### src/rtl/ttl_sync_counter.sv
// ttl_sync_counter: parametrised synchronous counter in the 74160/161/190/191 style.
// Features: WIDTH/MODULUS, up/down, synchronous load, ENP/ENT enables,
// combinational ripple-carry out and asynchronous active-low clear.
// Optional macro TTL_SYNC_COUNTER_OVF_EN adds a sticky wrap flag output OVF.
module ttl_sync_counter #(
  parameter int WIDTH   = 4,
  parameter int MODULUS = 16
) (
  input  logic             CLK,
  input  logic             CLR_N,
  input  logic             LOAD_N,
  input  logic             ENP,
  input  logic             ENT,
  input  logic             UP,
  input  logic [WIDTH-1:0] D,
  output logic [WIDTH-1:0] Q,
  output logic             RCO
`ifdef TTL_SYNC_COUNTER_OVF_EN
  ,
  output logic             OVF
`endif
);

  // Terminal values held in WIDTH bits; MODULUS=2**WIDTH gives MAX_Q = all ones.
  localparam logic [WIDTH-1:0] MAX_Q = WIDTH'(MODULUS - 1);
  localparam logic [WIDTH-1:0] ZERO  = {WIDTH{1'b0}};
  localparam logic [WIDTH-1:0] ONE   = WIDTH'(1);

  // Reject illegal parameter combinations while the design is elaborated.
  if (WIDTH < 1 || WIDTH > 16 || MODULUS < 2 || MODULUS > (1 << WIDTH)) begin : g_param_check
    $fatal(1, "ttl_sync_counter: MODULUS must lie in 2..2**WIDTH and WIDTH in 1..16");
  end

  logic [WIDTH-1:0] q_r;
  logic [WIDTH-1:0] q_next_s;
  logic             rco_s;

  // Next-state selection: load beats count, count needs both enables, else hold.
  always_comb begin
    q_next_s = q_r;
    if (!LOAD_N) begin
      q_next_s = D;
    end else if (ENP && ENT) begin
      if (UP) begin
        if (q_r >= MAX_Q) begin
          q_next_s = ZERO;
        end else begin
          q_next_s = q_r + ONE;
        end
      end else begin
        // Zero and any out-of-range loaded value both land on the top state.
        if (q_r == ZERO || q_r > MAX_Q) begin
          q_next_s = MAX_Q;
        end else begin
          q_next_s = q_r - ONE;
        end
      end
    end else begin
      q_next_s = q_r;
    end
  end

  // Counter state register with asynchronous clear.
  always_ff @(posedge CLK or negedge CLR_N) begin
    if (!CLR_N) begin
      q_r <= ZERO;
    end else begin
      q_r <= q_next_s;
    end
  end

  // Ripple carry follows Q, ENT and UP without waiting for a clock edge.
  always_comb begin
    rco_s = 1'b0;
    if (!ENT) begin
      rco_s = 1'b0;
    end else if (UP) begin
      rco_s = (q_r == MAX_Q);
    end else begin
      rco_s = (q_r == ZERO);
    end
  end

  assign Q   = q_r;
  assign RCO = rco_s;

`ifdef TTL_SYNC_COUNTER_OVF_EN
  logic ovf_r;
  logic wrap_s;

  // A wrap is a count step leaving the top (or beyond) going up, or zero going down.
  always_comb begin
    wrap_s = 1'b0;
    if (LOAD_N && ENP && ENT) begin
      wrap_s = UP ? (q_r >= MAX_Q) : (q_r == ZERO);
    end else begin
      wrap_s = 1'b0;
    end
  end

  // Sticky wrap flag: cleared by clear or any load, set by a wrapping step.
  always_ff @(posedge CLK or negedge CLR_N) begin
    if (!CLR_N) begin
      ovf_r <= 1'b0;
    end else if (!LOAD_N) begin
      ovf_r <= 1'b0;
    end else if (wrap_s) begin
      ovf_r <= 1'b1;
    end else begin
      ovf_r <= ovf_r;
    end
  end

  assign OVF = ovf_r;
`endif

endmodule

### config.mk
export PLATFORM = sky130hd
export DESIGN_NAME = ttl_sync_counter
export DESIGN_NICKNAME = d
export VERILOG_FILES = /design/src/rtl/ttl_sync_counter.sv
export SDC_FILE = /design/constraint.sdc
export NUM_CORES = 1
export LEC_CHECK = 0
export ABC_AREA = 1
export CAP_MARGIN = 20
export CORE_AREA = 2 2 39 41
export DETAILED_ROUTE_END_ITERATION = 10
export DIE_AREA = 0 0 41 43
export GPL_TIMING_DRIVEN = 0
export PLACE_DENSITY = 0.53
export SLEW_MARGIN = 20
export SYNTH_ARGS = -nofsm -noshare
export SYNTH_HDL_FRONTEND = slang
export SYNTH_SLANG_ARGS = --single-unit
### constraint.sdc
create_clock -name CLK -period 1.5 [get_ports CLK]
set_clock_uncertainty 0.1 [all_clocks]
set_input_delay 0.45 -clock CLK [delete_from_list [all_inputs] [get_ports CLK]]
set_output_delay 0.45 -clock CLK [all_outputs]
set_load 0.02 [all_outputs]
==> metrics.cfg <==
[status]
status=finished with violations
violations=setup timing

[global_route]
track_usage=0.119
grt_max_degree=8
grt_pass1_vias=336
grt_pass1_wl_um=1360
antenna_found_initial=0
grt.overflow.total=0

[cts]
cts.sinks=4
clkTransAtPathRegs_ns=0.04
cts_buffer_depth=2
hold_buffers=0
cts_buffers=3
insertion_delay_ns=0.23
root_buffer=clkbuf_4
cts_tree=done
htreeDepth=1

[timing]
setup_slack_ns=-0.300
setup_viol=3
tightest_slew_ns=0.204
fin_crit_ns=1.80
slew_violations=0
slew_headroom=0.865
period_share=1.20
grt_setup_unrepaired=true
hold_violations=0
fmaxAchievable_mhz=556

[route]
wl_um=853
drt.antenna.violating_nets=0
drt_iter0_markers=7
viasPerCell=4.31
wire_per_inst_um=9.80
firstDrtPassIters=3
num_vias=375
drc_errors=0

[floorplanning]
die_h_um=43
io_pins=15
start_util=0.240
fp.dieW_um=41
die-area_sq_um=1760
core_sq_um=1380
rows=14

[place]
dp.cells=80
dp_hpwl_um=659
place.gp.congestion=0.766
place_ws_ns=-0.950
port_buffers=14

[yosys]
syn_area_sq_um=332
yosysMostFrequentCell=nand2_1
synthDistinctLibCells=14
postSynthAreaPerCell_sq_um=6.63
synthesis.nets=62
synth_edf_count=0
synth_common_cells=16 x nand2_1, 8 x nand3_1, 7 x inv_1
syn_inst=50
ys_warn_count=0
netlist.area_leader.share=0.302
ys.flop_type=dfrtp_1
ys_ff_latch=4
async_flop_share=1.00
yosysSeqAreaShare=0.302
synth_area_leader_cell=dfrtp_1
synth_area_leaders=dfrtp_1 30%, nand2_1 18%, nand3_1 12%, inv_1 7.9%, ha_1 7.5%

[layout]
fin_cells=87
finish.utilization=0.430
drive_gt1_frac=0.324
antenna_cells=0
syn_to_final_growth_pct=79.6
fillers=142
nets=85
seqCellArea_sq_um=104
multi_input_area_sq_um=260
largest_reg_flops=4

[critical_path]
worstSetupStartpointType=flop
worstPathMaxFanout=5
cp_data_arrival_time_ns=1.25
worstSetupPathType=reg2out
required_ns=0.95
cp-end-kind=output port
reg2reg_depth=8

[power_and_ir_drop]
ir_drop_uv=621
total_power_mw=0.483
p_leak_nw=0.278
p_per_area_nw_per_um2=811

[flow_run]
maxCapViolCount=0

[hold_path]
hold_class=in2async

==> timing repair <==
action                     4_1_cts  5_1_grt
buffers inserted                 3        1
setup endpoints to repair        6        4
resized for setup               19        2
pin swaps                        1        3
==> routing by layer <==
layer | wire length [um] | global-route usage | share of wire | vias up
met5 | 0 | 0 | 0 | -
met4 | 0 | 0.0600 | 0 | 0
met3 | 51 | 0.0471 | 0.060 | 0
met2 | 360 | 0.169 | 0.42 | 12
met1 | 441 | 0.150 | 0.52 | 155
li1 | - | - | - | 208
==> power by group <==
part / leakage [nW] / internal [mW] / switching (mW) / total (mW)
Combinational: 0.219 / 0.0972 / 0.104 / 0.201
Clock: 0.0138 / 0.0893 / 0.0407 / 0.130
Sequential: 0.0450 / 0.125 / 0.0271 / 0.152
Total: 0.278 / 0.311 / 0.172 / 0.483
==> final cells by class <==
type                       instances  share of cell area
multi-input combinational         38               0.437
inverter                           8              0.0546
sequential                         4               0.174
clock buffer                       3              0.0378
tap                               16              0.0336
timing repair buffer              18               0.263
==> through the flow <==
step	setup TNS, ns	hold slack [ns]	instance area [sq um]
2_1_floorplan	-0.0709	0.0544	385
3_3_place_gp	-2.04	0.529	546
3_5_place_dp	-1.97	0.531	546
4_1_cts	-0.449	0.319	592
5_1_grt	-0.578	0.315	596
6_report	-0.414	0.318	596
==> final timing paths <==
path / slack, ns / from / endpoint
max: -0.30 / Q[0] / RCO
min: 0.32 / CLR_N / Q[2]
max reg2reg: 0.19 / Q[0] / Q[3]
min reg2reg: 0.48 / Q[3] / Q[3]
max in group asynchronous: 0.81 / CLR_N / Q[3]
min in group CLK: 0.48 / Q[3] / Q[3]
==> critical path, stage by stage (launching register included) <==
cell     delay, ns
dfrtp_2       0.43
ha_4          0.15
nand3_2       0.07
nand2_2       0.08
nand2_2       0.06
a21oi_4       0.11
buf_6         0.12
==> cells by family after synthesis <==
group	synth area share
and+or+nand+nor	0.362
DFF	0.302
AOI/OAI and AO/OA	0.117
xor gates and xnor gates	0.0528
buffers and inverters	0.0906
adders and majority gates	0.0755
==> layout by cell type, fill, tap and decap left out <==
cell type,n
nand2_1,14
clkdlybuf4s50_1,7
nand3_1,6
inv_1,5
dlygate4sd2_1,4
buf_4,4
dfrtp_2,3
clkbuf_4,3
inv_2,2
nand2_2,2
xor2_1,2
nand4_1,2
nor2_1,2
ha_4,2
buf_2,2
dfrtp_1,1
inv_4,1
nand3_4,1
nand3_2,1
a21oi_4,1
o211ai_1,1
o21ai_0,1
o21bai_1,1
o221ai_1,1
a21oi_1,1
buf_6,1
Power figures use the tool's default switching activity.
